`config.mk`:
```
export PLATFORM = sky130hd
export DESIGN_NAME = seg7_scan_ctrl
export DESIGN_NICKNAME = d
export VERILOG_FILES = /design/src/rtl/seg7_scan_ctrl.sv
export SDC_FILE = /design/constraint.sdc
export NUM_CORES = 1
export LEC_CHECK = 0
export ABC_CLOCK_PERIOD_IN_PS = 13150
export BUFFER_PORTS_ARGS = -buffer_cell sky130_fd_sc_hd__buf_2
export CAP_MARGIN = 10
export CELL_PAD_IN_SITES_DETAIL_PLACEMENT = 1
export CELL_PAD_IN_SITES_GLOBAL_PLACEMENT = 2
export CORE_ASPECT_RATIO = 0.7
export CORE_MARGIN = 10
export CORE_UTILIZATION = 43
export CTS_CLUSTER_SIZE = 16
export DETAILED_ROUTE_END_ITERATION = 10
export MAX_ROUTING_LAYER = met4
export PLACE_DENSITY = 0.86
export SYNTH_ARGS = -nofsm -noshare
export SYNTH_HDL_FRONTEND = slang
export SYNTH_SLANG_ARGS = --single-unit
```
`constraint.sdc`:
```
create_clock -name clk -period 13.15 [get_ports clk]
set_input_delay 1.9725 -clock clk [delete_from_list [all_inputs] [get_ports clk]]
set_output_delay 1.9725 -clock clk [all_outputs]
set_load 0.05 [all_outputs]
```
`src/rtl/seg7_scan_ctrl.sv`:
```
// Multiplexed 7-segment display scanner.
// Frame-synchronous (tear-free) update, brightness PWM, per-digit decimal point,
// leading-zero blanking and per-digit blink. All outputs are registered.
module seg7_scan_ctrl #(
  parameter int unsigned NUM_DIGITS     = 8,
  parameter int unsigned DIV_W          = 15,
  parameter int unsigned BLINK_DIV_W    = 6,
  parameter int unsigned SEG_ACTIVE_LOW = 1,
  parameter int unsigned SEL_ACTIVE_LOW = 1
) (
  input  logic                    clk,
  input  logic                    reset,
  input  logic                    cs,
  input  logic [4*NUM_DIGITS-1:0] i_data,
  input  logic [NUM_DIGITS-1:0]   i_dp,
  input  logic [NUM_DIGITS-1:0]   i_blink_en,
  input  logic                    i_blank_lz,
  input  logic [3:0]              i_bright,
  output logic [7:0]              o_seg,
  output logic [NUM_DIGITS-1:0]   o_sel,
  output logic                    o_frame
);

  localparam int unsigned IdxW = (NUM_DIGITS > 1) ? $clog2(NUM_DIGITS) : 1;
  localparam logic [IdxW-1:0] LastIdx = IdxW'(NUM_DIGITS - 1);
  // XOR masks: applying them to an active-high pattern yields pin polarity,
  // and on their own they are the "everything off" pin value.
  localparam logic [7:0] SegOff = (SEG_ACTIVE_LOW != 0) ? 8'hFF : 8'h00;
  localparam logic [NUM_DIGITS-1:0] SelOff =
    (SEL_ACTIVE_LOW != 0) ? {NUM_DIGITS{1'b1}} : {NUM_DIGITS{1'b0}};

  logic [DIV_W-1:0]        div_q;
  logic [IdxW-1:0]         idx_q;
  logic [BLINK_DIV_W-1:0]  blink_q;
  logic [4*NUM_DIGITS-1:0] shadow_data_q, disp_data_q;
  logic [NUM_DIGITS-1:0]   shadow_dp_q, disp_dp_q;
  logic [NUM_DIGITS-1:0]   shadow_bl_q, disp_bl_q;
  logic                    pending_q;
  logic [7:0]              seg_q, seg_d;
  logic [NUM_DIGITS-1:0]   sel_q, sel_d;
  logic                    frame_q;

  logic tick, boundary;
  assign tick     = &div_q;
  assign boundary = tick && (idx_q == LastIdx);

  // Active-high g..a pattern for one hex nibble.
  function automatic logic [6:0] hex_font(input logic [3:0] v);
    logic [6:0] f;
    case (v)
      4'h0:    f = 7'h3F;
      4'h1:    f = 7'h06;
      4'h2:    f = 7'h5B;
      4'h3:    f = 7'h4F;
      4'h4:    f = 7'h66;
      4'h5:    f = 7'h6D;
      4'h6:    f = 7'h7D;
      4'h7:    f = 7'h07;
      4'h8:    f = 7'h7F;
      4'h9:    f = 7'h6F;
      4'hA:    f = 7'h77;
      4'hB:    f = 7'h7C;
      4'hC:    f = 7'h39;
      4'hD:    f = 7'h5E;
      4'hE:    f = 7'h79;
      default: f = 7'h71;
    endcase
    return f;
  endfunction

  // Slot divider, digit index and per-frame blink counter.
  always_ff @(posedge clk or posedge reset) begin
    if (reset) begin
      div_q   <= '0;
      idx_q   <= '0;
      blink_q <= '0;
    end else begin
      div_q <= div_q + 1'b1;
      if (tick) begin
        idx_q <= (idx_q == LastIdx) ? '0 : idx_q + 1'b1;
      end
      if (boundary) begin
        blink_q <= blink_q + 1'b1;
      end
    end
  end

  // Bus-side shadow copy; last write wins.
  always_ff @(posedge clk or posedge reset) begin
    if (reset) begin
      shadow_data_q <= '0;
      shadow_dp_q   <= '0;
      shadow_bl_q   <= '0;
    end else if (cs) begin
      shadow_data_q <= i_data;
      shadow_dp_q   <= i_dp;
      shadow_bl_q   <= i_blink_en;
    end
  end

  // Display copy only moves at frame boundaries so a frame never mixes old and new data.
  // A write landing on the boundary itself keeps pending set for the next frame.
  always_ff @(posedge clk or posedge reset) begin
    if (reset) begin
      disp_data_q <= '0;
      disp_dp_q   <= '0;
      disp_bl_q   <= '0;
      pending_q   <= 1'b0;
    end else begin
      if (boundary && pending_q) begin
        disp_data_q <= shadow_data_q;
        disp_dp_q   <= shadow_dp_q;
        disp_bl_q   <= shadow_bl_q;
      end
      if (cs) begin
        pending_q <= 1'b1;
      end else if (boundary) begin
        pending_q <= 1'b0;
      end
    end
  end

  // Next segment/select pattern for the current digit, blanking and PWM applied.
  always_comb begin
    logic [3:0]            cur_nib;
    logic                  cur_dp, cur_bl, cur_lz, run_zero, pwm_on, lit;
    logic [NUM_DIGITS-1:0] onehot;
    cur_nib  = '0;
    cur_dp   = 1'b0;
    cur_bl   = 1'b0;
    cur_lz   = 1'b0;
    onehot   = '0;
    run_zero = 1'b1;
    // Walk from the top digit down so run_zero means "this and all higher nibbles are zero".
    for (int k = int'(NUM_DIGITS) - 1; k >= 0; k--) begin
      run_zero = run_zero && (disp_data_q[4*k +: 4] == 4'h0);
      if (idx_q == IdxW'(k)) begin
        cur_nib   = disp_data_q[4*k +: 4];
        cur_dp    = disp_dp_q[k];
        cur_bl    = disp_bl_q[k];
        cur_lz    = run_zero && (k != 0);
        onehot[k] = 1'b1;
      end
    end
    pwm_on = div_q[DIV_W-1 -: 4] <= i_bright;
    lit    = pwm_on && !(i_blank_lz && cur_lz) && !(blink_q[BLINK_DIV_W-1] && cur_bl);
    seg_d  = lit ? ({cur_dp, hex_font(cur_nib)} ^ SegOff) : SegOff;
    sel_d  = lit ? (onehot ^ SelOff) : SelOff;
  end

  // Output registers: seg and sel always switch on the same edge.
  always_ff @(posedge clk or posedge reset) begin
    if (reset) begin
      seg_q   <= SegOff;
      sel_q   <= SelOff;
      frame_q <= 1'b0;
    end else begin
      seg_q   <= seg_d;
      sel_q   <= sel_d;
      frame_q <= boundary;
    end
  end

  assign o_seg   = seg_q;
  assign o_sel   = sel_q;
  assign o_frame = frame_q;

endmodule

```
==> reports/results.tsv, run 1 <==
metric	value	unit
row count	36	
final antenna-violating net count	0	
CP Launch Point	i_bright[1]	
Final Setup Violations	0	
ANT cells	0	
Initial DRT Pass Iterations	4	
H-tree depth	4	
synthesized area per cell	12.83	sq um
core area	14140	sq um
TNS Setup	0	ns
Combinational Power Share	4.4	%
clock root buffer	clkbuf_16	
Final Hold Fails	0	
Clock Power Share	46.7	%
Yosys warning count	0	
Final Wtd Congestion	0.8389	
DR DRC count	0	
VDD IR max	0.06982	mV
Distinct cells, synth	55	
area grow syn2layout	16.39	%
DR WL/cell	19.80	um
Worst Path Max Fanout	15	
fin crit share	28.01	%
CTS Buf Count	17	
first-pass GRT wire length	25.02	mm
total grt overflow	0	
crit-path most repeated cell	o21a_1	
CP Launch Type	input pin	
vias in the first global route	4607	
cells after synthesis	493	
clk buf depth	2	
hold crit path type	flop to flop	
worst setup margin	9.466	ns
# hold bufs at CTS	0	
flip-flop and latch count after synthesis	138	
WL final	15.19	mm
Placed Area	6832	sq um
Pins Over Slew Limit	0	
Slew @ Worst Pin	1.082	ns
Pwr Density	125.1	nW/um^2
Critical Path, Cell by Cell	buf_2 -> inv_1 -> ha_1 -> nor2b_1 -> o21a_1 -> o21a_1 -> o21ai_0 -> o2111a_1 -> o221ai_1	
Syn Nets	567	
Layout Nets	638	
relative slew slack	27.90	%
Die Span Y	121.5	um
largest net degree at the start of global routing	77	
crit path to	o_seg[5]$_DFF_PP1_	
Post-DP HPWL	10.65	mm
RR Startpoint	idx_q[0]$_DFFE_PP0P_	
Crit path required time	13.45	ns
final worst path period need	3.684	ns
Ports	73	
via/cell ratio	5.435	
Final Instance Area	7365	sq um
share of power burned in registers	48.9	%
Netlist Area Pre-Place	6327	sq um
post-synthesis sequential area ratio	54.89	%
RSZ-0062 raised after global routing	no	
die area	20040	sq um
worst skew pair latency	0.42	ns
DR vias	4169	
pre-CTS setup slack	9.006	ns
Switching Fraction	22.97	%
drt initial violations	210	
flop2flop setup slack	9.55	ns
initial antenna violation count	0	
Post-synth ARST share	100.0	%
PostCTS Resize Cnt	0	
fmax	0.2715	GHz
R2R depth	11	
Crit path arrival time	3.99	ns
Synth Flop Type	dfrtp_1	
Setup Buffers After CTS	0	
CTS Sinks	138	
status	completed	
Psw	0.0002117	W
CP peak stage delay	0.59	ns
PortBufs	72	
fraction of layout cells with a size suffix above 1	39.51	%
clk_skew	0.009217	ns
critical path class	input pin to flop	
Worst R2R End	o_seg[0]$_DFF_PP1_	
TritonCTS clock tree	done	
CP endpoint kind	flop	
Leak	3.491	nW
Total GRT Usage	16.30	%
die width	165.0	um
Max Cap Viol	0	
Starting Density	44.74	%
Int Pwr	0.0007098	W
Reg clk slew, reported paths	0.06	ns
Post-synth EDFFs	0	
Power, Total	0.0009215	W
CP max-delay cell	o2111a_1	
[worst min-delay path by stage]
stage,end,slack (ns),cells past startpoint,start
floorplan,div_q[0]$_DFF_PP0_,0.44,1,div_q[0]$_DFF_PP0_
global placement,div_q[4]$_DFF_PP0_,0.45,1,div_q[4]$_DFF_PP0_
detailed placement,div_q[4]$_DFF_PP0_,0.46,1,div_q[4]$_DFF_PP0_
CTS,div_q[4]$_DFF_PP0_,0.48,1,div_q[4]$_DFF_PP0_
global route,div_q[4]$_DFF_PP0_,0.48,1,div_q[4]$_DFF_PP0_
finish,div_q[4]$_DFF_PP0_,0.48,1,div_q[4]$_DFF_PP0_
[critical path: cells and delay by family]
kind / cells / cell delay (ns)
compound gates: 5 / 1.48
fa+ha+maj: 1 / 0.30
simple gates: 1 / 0.13
buf+inv: 2 / 0.10
[final cells by class]
cell class | instances | area [sq um]
fillers | 1479 | 6779
clock inverters | 12 | 76.32
clock buffers | 20 | 456.7
well taps | 190 | 237.7
flip-flops and latches | 138 | 3473
repair buffers | 77 | 397.9
multi-input cells | 313 | 2656
inverters | 17 | 66.31
[registers in the layout, indices dropped and copies added (netlist names), 3 cells and up]
register,flops
o_seg,8
shadow_dp_q,8
disp_dp_q,8
blink_q,6
disp_bl_q,8
disp_data_q,32
div_q,15
shadow_bl_q,8
idx_q,3
o_sel,8
shadow_data_q,32
[power by group through the flow]
stage | sequential, W | clock (W) | combinational, W
final | 0.000450 | 0.000431 | 0.0000406
after detailed placement | 0.000458 | 0 | 0.0000419
after CTS | 0.000451 | 0.000442 | 0.0000420
after global placement | 0.000457 | 0 | 0.0000396
after global routing | 0.000452 | 0.000460 | 0.0000460
after floorplan | 0.000455 | 0 | 0.0000258
[layer usage]
| metal | track usage [%] | part of all wire, % | vias up |
|---|---|---|---|
| met4 | 6.071 | 1.2 | 0 |
| met3 | 4.102 | 5.0 | 19 |
| met1 | 21.31 | 48 | 2129 |
| li1 | - | - | 1925 |
| met2 | 23.92 | 46 | 96 |
| met5 | - | 0 | - |
[through the flow]
| stage | utilization (%) | cells | hold WS, ns |
|---|---|---|---|
| after global placement | 48.30 | 735 | 0.4533 |
| after floorplan | - | 493 | 0.4360 |
| after global routing | 52.07 | 767 | 0.4797 |
| after CTS | 52.07 | 767 | 0.4762 |
| final | 52.07 | 767 | 0.4760 |
| after detailed placement | 48.30 | 735 | 0.4634 |
[logic make-up (layout without fill, tap and decap cells)]
| logic type | count (synthesis) | after routing | synth area share, % |
|---|---|---|---|
| DFF | 138 | 138 | 54.89 |
| and+or+nand+nor | 104 | 104 | 8.820 |
| muxes | 100 | 100 | 18.94 |
| AOI/OAI and AO/OA | 73 | 73 | 8.167 |
| buffers and inverters | 42 | 126 | 3.124 |
| adders and majority gates | 18 | 18 | 3.559 |
| xor gates and xnor gates | 18 | 18 | 2.492 |
[cells in the final DEF, fill, tap and decap left out, types with 3 or more instances in the layout]
master,synthesis,final
inv_1,17,16
mux2_4,20,20
nand3_1,16,16
clkbuf_16,0,17
dfrtp_1,122,122
a2bb2oi_1,3,3
dfstp_2,16,16
a21oi_1,9,9
xor2_1,8,8
buf_4,1,5
nor2b_1,4,4
a211oi_1,10,10
nor4_1,5,5
buf_2,11,72
o31ai_1,3,3
ha_1,18,18
nand2b_1,6,6
o21a_1,3,3
and4_1,3,3
nor2_1,15,15
or3b_2,3,3
o21ai_0,18,18
xnor2_1,10,10
o221ai_1,4,4
mux2_2,78,78
and3_1,8,8
nand4_1,6,6
nand2_1,23,23
clkinv_2,0,6
nand3b_1,4,4
clkinvlp_4,0,5
[cells in the mapped netlist (3+ instances only)]
cell type / instances / area [sq um]
dfrtp_1: 122 / 3053
mux2_2: 78 / 878.3
nand2_1: 23 / 86.33
mux2_4: 20 / 300.3
ha_1: 18 / 225.2
o21ai_0: 18 / 90.09
inv_1: 17 / 63.81
dfstp_2: 16 / 420.4
nand3_1: 16 / 80.08
nor2_1: 15 / 56.30
buf_2: 11 / 55.05
a211oi_1: 10 / 75.07
xnor2_1: 10 / 87.58
a21oi_1: 9 / 45.04
and3_1: 8 / 50.05
xor2_1: 8 / 70.07
clkbuf_1: 6 / 22.52
nand2b_1: 6 / 37.54
nand4_1: 6 / 37.54
nor4_1: 5 / 31.28
buf_1: 4 / 15.01
nand3b_1: 4 / 30.03
nor2b_1: 4 / 25.02
o221ai_1: 4 / 35.03
a2bb2oi_1: 3 / 26.28
and4_1: 3 / 26.28
buf_6: 3 / 33.78
o21a_1: 3 / 22.52
o31ai_1: 3 / 22.52
or3b_2: 3 / 26.28
(Power assumes the default switching activity.)
==> inputs of run 2 (changes only) <==
==> config.mk (replaced) <==
export PLATFORM = sky130hd
export DESIGN_NAME = seg7_scan_ctrl
export DESIGN_NICKNAME = d
export VERILOG_FILES = /design/src/rtl/seg7_scan_ctrl.sv
export SDC_FILE = /design/constraint.sdc
export NUM_CORES = 1
export LEC_CHECK = 0
export ABC_CLOCK_PERIOD_IN_PS = 3100
export BUFFER_PORTS_ARGS = -buffer_cell sky130_fd_sc_hd__buf_2
export CAP_MARGIN = 10
export CELL_PAD_IN_SITES_DETAIL_PLACEMENT = 1
export CELL_PAD_IN_SITES_GLOBAL_PLACEMENT = 2
export CORE_ASPECT_RATIO = 0.7
export CORE_MARGIN = 10
export CORE_UTILIZATION = 36
export CTS_CLUSTER_SIZE = 16
export DETAILED_ROUTE_END_ITERATION = 10
export MAX_ROUTING_LAYER = met4
export PLACE_DENSITY = 0.77
export SYNTH_ARGS = -nofsm -noshare
export SYNTH_HDL_FRONTEND = slang
export SYNTH_SLANG_ARGS = --single-unit
==> constraint.sdc (replaced) <==
create_clock -name clk -period 3.1 [get_ports clk]
set_input_delay 0.465 -clock clk [delete_from_list [all_inputs] [get_ports clk]]
set_output_delay 0.465 -clock clk [all_outputs]
set_load 0.05 [all_outputs]
==> run 2 against run 1 <==
  * Utilization down 7.5 points
  * Combinational power rose to 4.5 times the previous value
  * Largest cell class unchanged
  * Sequential share of layout area down 1.9 points
  * Largest power group is now the clock network
  * Total power rose to 4.5 times the previous value
  * Clock-buffer cell count up 1
  * Sequential power rose to 4.2 times the previous value
  * Via count up 0.79%
  * Clock skew about the same
  * Wire length up 5.8%
  * Worst setup slack worse by 9.3 ns
  * Final area up 4.2%
==> reports/results.tsv, run 2 (synthesis results as in run 1) <==
metric	value	unit	change
crit path to	o_seg[0]$_DFF_PP1_		
Ports	73		unchanged
CTS Sinks	138		unchanged
Final Wtd Congestion	0.8788		+4.8%
CP Launch Point	idx_q[0]$_DFFE_PP0P_		
H-tree depth	4		unchanged
Crit path required time	3.42	ns	-10.03 ns
RR Startpoint	idx_q[0]$_DFFE_PP0P_		
Worst Path Max Fanout	6		-9
Final Setup Violations	0		unchanged
Pwr Density	541.4	nW/um^2	+330%
commonest cells after routing, fill and taps aside	dfrtp_1, mux2_2, buf_2		
fin crit share	93.67	%	
Final Instance Count excl. Fillers	829		+8.1%
WL final	16.06	mm	+5.8%
vias in the first global route	4709		+2.2%
Reg clk slew, reported paths	0.06	ns	about the same
Post-Place Cells	797		+8.4%
clock root buffer	clkbuf_16		
via/cell ratio	5.069		-6.7%
Fillers	1832		+24%
Slew @ Worst Pin	1.146	ns	+0.06445 ns
CTS Buf Count	17		unchanged
TNS Setup	0	ns	unchanged
largest net degree at the start of global routing	62		-19%
first-pass GRT wire length	26.43	mm	+5.7%
commonest non-fill, non-tap cell in the layout	dfrtp_1		
CP Launch Type	flop		
largest registers	disp_data_q (32), shadow_data_q (32), div_q (15)		
Final Hold Fails	0		unchanged
area grow syn2layout	21.32	%	
worst skew pair latency	0.42	ns	about the same
PortBufs	72		unchanged
fmax	0.3444	GHz	
relative slew slack	23.60	%	-4.3 points
final worst path period need	2.904	ns	
die area	23360	sq um	+17%
Starting Density	36.75	%	-8.0 points
R2R depth	10		-1
TritonCTS clock tree	done		
clk_skew	0.008794	ns	-0.0004237 ns
fraction of layout cells with a size suffix above 1	41.81	%	+2.3 points
Post-DP HPWL	12.08	mm	+13%
final antenna-violating net count	0		unchanged
flop2flop setup slack	0.20	ns	-9.35 ns
Total GRT Usage	14.98	%	-1.3 points
total grt overflow	0		unchanged
initial antenna violation count	0		unchanged
CP endpoint kind	flop		
Die Span Y	130.9	um	+7.8%
Worst R2R End	o_seg[0]$_DFF_PP1_		
clk buf depth	2		unchanged
Crit path arrival time	3.22	ns	-0.77 ns
core area	17220	sq um	+22%
ANT cells	0		unchanged
VDD IR max	0.3117	mV	+350%
RSZ-0062 raised after global routing	no		
DR DRC count	0		unchanged
critical path class	flop to flop		
Leak	3.635	nW	+4.1%
DR vias	4202		+0.79%
Initial DRT Pass Iterations	5		+1
hold crit path type	input pin to asynchronous set/reset pin		
Max Cap Viol	0		unchanged
Layout Nets	659		+3.3%
DR WL/cell	19.37	um	-2.2%
# hold bufs at CTS	0		unchanged
Pins Over Slew Limit	0		unchanged
status	completed		
Power, Total	0.004156	W	+350%
row count	40		+11%
die width	178.5	um	+8.2%
drt initial violations	207		-1.4%
[run 2: repair_timing]
action / CTS / global route
resized for setup: 0 / 3
endpoints found under the setup margin: 0 / 2
buffers inserted: 0 / 0
[run 2: critical path: stages, from the launching register on]
cell,delay (ns)
dfrtp_1,0.41
inv_1,0.10
ha_1,0.27
or3b_2,0.48
a21oi_1,0.17
a211oi_1,0.08
o22a_1,0.29
ha_1,0.28
or4_1,0.53
o31ai_1,0.09
o21ai_1,0.11
[run 2: where the power goes]
part | internal (W) | leakage, nW | total (W) | switching, W
clock network | 0.00131 | 0.297 | 0.00207 | 0.000762
registers | 0.00187 | 1.74 | 0.00191 | 0.0000377
logic | 0.0000936 | 1.59 | 0.000181 | 0.0000870
total | 0.00327 | 3.63 | 0.00416 | 0.000887
[run 2: layout make-up]
class / instances / area [sq um] / area share (%)
multi-input cells: 313 / 2661 / 34.67
flip-flops and latches: 138 / 3473 / 45.25
inverters: 17 / 67.56 / 0.8802
clock inverters: 11 / 143.9 / 1.874
repair buffers: 98 / 580.6 / 7.563
well taps: 231 / 289.0 / 3.765
clock buffers: 21 / 460.4 / 5.998
[run 2: how the worst min path moves through the flow]
stage,to,depth (start not counted)
after global routing,div_q[11]$_DFF_PP0_,2
after floorplan,div_q[0]$_DFF_PP0_,1
after detailed placement,div_q[4]$_DFF_PP0_,1
final,div_q[13]$_DFF_PP0_,2
after global placement,div_q[4]$_DFF_PP0_,1
after CTS,div_q[9]$_DFF_PP0_,2
[run 2: metrics by stage]
| step | instance area, sq um | setup WS (ns) | hold slack, ns | utilization (%) |
|---|---|---|---|---|
| after floorplan | 6331 | 0.1969 | 0.4360 | - |
| after global placement | 7067 | 0.2892 | 0.4527 | 41.05 |
| after detailed placement | 7067 | 0.1795 | 0.4682 | 41.05 |
| after CTS | 7671 | 0.1668 | 0.1299 | 44.56 |
| after global routing | 7676 | 0.02400 | 0.1677 | 44.59 |
| final | 7676 | 0.1961 | 0.1265 | 44.59 |
[run 2: per-layer routing]
metal	wire length (um)	share of wire (%)	vias up	GRT usage, %
li1	-	-	1964	-
met1	8138	51	2137	20.73
met2	7056	44	89	21.49
met3	748	4.7	12	3.727
met4	116	0.72	0	3.878
met5	0	0	-	-
==> inputs of run 3 (changes only) <==
--- a/config.mk
+++ b/config.mk
@@ -17,6 +17,7 @@
 export DETAILED_ROUTE_END_ITERATION = 10
 export MAX_ROUTING_LAYER = met4
 export PLACE_DENSITY = 0.77
+export REMOVE_ABC_BUFFERS = 1
 export SYNTH_ARGS = -nofsm -noshare
 export SYNTH_HDL_FRONTEND = slang
 export SYNTH_SLANG_ARGS = --single-unit
==> run 3 against run 2 <==
  * Total power fell by 2.8%
  * First-iteration DRC count rose by 21%
  * Clock skew barely moved
  * Wire length fell by 3.5%
  * Largest power group unchanged
  * Sequential power barely moved
  * Final area fell by 1.3%
  * Via count rose by 0.69%
==> reports/results.tsv, run 3 (synthesis results as in run 1) <==
metric	value	unit	change
status	completed		
hold crit path type	input pin to asynchronous set/reset pin		
Ports	73		unchanged
Final Hold Fails	0		unchanged
fin crit share	94.51	%	+0.84 points
CTS Buf Count	17		unchanged
Power, Total	0.004041	W	-2.8%
vias in the first global route	4560		-3.2%
TritonCTS clock tree	done		
fraction of layout cells with a size suffix above 1	41.60	%	-0.21 points
Final Instance Count excl. Fillers	820		-1.1%
PortBufs	72		unchanged
CP endpoint kind	flop		
die area	23360	sq um	unchanged
Layout Nets	650		-1.4%
CP Launch Type	flop		
H-tree depth	4		unchanged
commonest non-fill, non-tap cell in the layout	dfrtp_1		
total grt overflow	0		unchanged
clock root buffer	clkbuf_16		
Max Cap Viol	0		unchanged
final antenna-violating net count	0		unchanged
pre-CTS setup slack	0.1344	ns	-0.04505 ns
commonest cells after routing, fill and taps aside	dfrtp_1, mux2_2, buf_2		
largest net degree at the start of global routing	71		+15%
Starting Density	36.75	%	unchanged
clk_skew	0.008801	ns	+0.000006860 ns
Register Area	3473	sq um	unchanged
Pwr Density	533.5	nW/um^2	-1.5%
first-pass GRT wire length	25.22	mm	-4.6%
Reg clk slew, reported paths	0.06	ns	about the same
worst setup margin	0.1701	ns	-0.02601 ns
Post-DP HPWL	11.04	mm	-8.6%
CTS Sinks	138		unchanged
Die Span Y	130.9	um	unchanged
VDD IR max	0.2795	mV	-10%
Setup Buffers After CTS	0		unchanged
critical path class	flop to flop		
final worst path period need	2.930	ns	+0.02601 ns
Worst Path Max Fanout	7		+1
Final Setup Violations	0		unchanged
row count	40		unchanged
Total GRT Usage	14.13	%	-0.85 points
Initial DRT Pass Iterations	4		-1
Final Wtd Congestion	0.8707		-0.92%
Crit path arrival time	3.24	ns	+0.02 ns
core area	17220	sq um	unchanged
initial antenna violation count	0		unchanged
Fillers	1840		+0.44%
fmax	0.3413	GHz	-0.89%
relative slew slack	54.75	%	+31 points
WL final	15.49	mm	-3.5%
worst skew pair latency	0.41	ns	about the same
clk buf depth	2		unchanged
fin util	44.00	%	-0.58 points
Crit path required time	3.41	ns	about the same
Pins Over Slew Limit	0		unchanged
area grow syn2layout	19.74	%	
Leak	3.567	nW	-1.9%
Slew @ Worst Pin	0.6787	ns	-0.4672 ns
ANT cells	0		unchanged
DR vias	4231		+0.69%
die width	178.5	um	unchanged
TNS Setup	0	ns	unchanged
drt initial violations	251		+21%
DR DRC count	0		unchanged
largest registers	disp_data_q (32), shadow_data_q (32), div_q (15)		
Post-Place Cells	788		-1.1%
via/cell ratio	5.160		+1.8%
DR WL/cell	18.90	um	-2.5%
area of the multi-input gates	2670	sq um	+0.33%
## run 3: area by class of cell
class,count,share of cell area [%]
inverter,17,0.9083
multi-input combinational,313,35.24
tap,231,3.815
clock buffer,18,5.665
clock inverter,14,1.817
timing repair buffer,89,6.705
sequential,138,45.85
## run 3: metal layers
layer,global-route usage [%],wire (um),up-vias
li1,-,-,1963
met3,2.982,477,9
met2,20.90,7001,67
met4,3.635,89,0
met1,19.37,7925,2192
met5,-,0,-
## run 3: timing repair
item | CTS | global route
setup endpoints to repair | 0 | 4
hold endpoints to repair | 0 | 0
hold buffers | 0 | 0
resized for setup | 0 | 7
## run 3: worst paths after layout
check,from,to,slack (ns),depth (start not counted)
setup reg to reg,idx_q[0]$_DFFE_PP0P_,o_seg[0]$_DFF_PP1_,0.17,11
hold / removal,reset,disp_dp_q[4]$_DFFE_PP0P_,0.11,2
setup / recovery,idx_q[0]$_DFFE_PP0P_,o_seg[0]$_DFF_PP1_,0.17,11
hold reg to reg,div_q[10]$_DFF_PP0_,div_q[10]$_DFF_PP0_,0.47,1
min in group clk,i_data[30],shadow_data_q[30]$_DFFE_PP0P_,0.28,2
max in group asynchronous,reset,disp_data_q[30]$_DFFE_PP0P_,2.22,3
## run 3: metrics by stage
stage                     hold WS [ns]  area (sq um)
final                           0.1086          7576
after global routing            0.1489          7576
after detailed placement        0.4627          6988
after floorplan                 0.4360          6193
after global placement          0.4568          6988
after CTS                       0.1302          7555
## run 3: power breakdown
part           leakage, nW  internal [W]  total (W)  switching [W]
Combinational         1.56     0.0000910   0.000181      0.0000895
Sequential            1.74       0.00187    0.00191      0.0000404
Clock                0.266       0.00112    0.00195       0.000829
Total                 3.57       0.00308    0.00404       0.000959
## run 3: critical path, stage by stage, from the launching register on
cell and delay, ns:
dfrtp_1 0.43, ha_1 0.26, ha_1 0.21, buf_4 0.16, nand2b_1 0.21, a21oi_1 0.21
a211oi_2 0.09, o22a_2 0.27, ha_1 0.25, or4_1 0.53, o31ai_1 0.09, o21ai_1 0.11
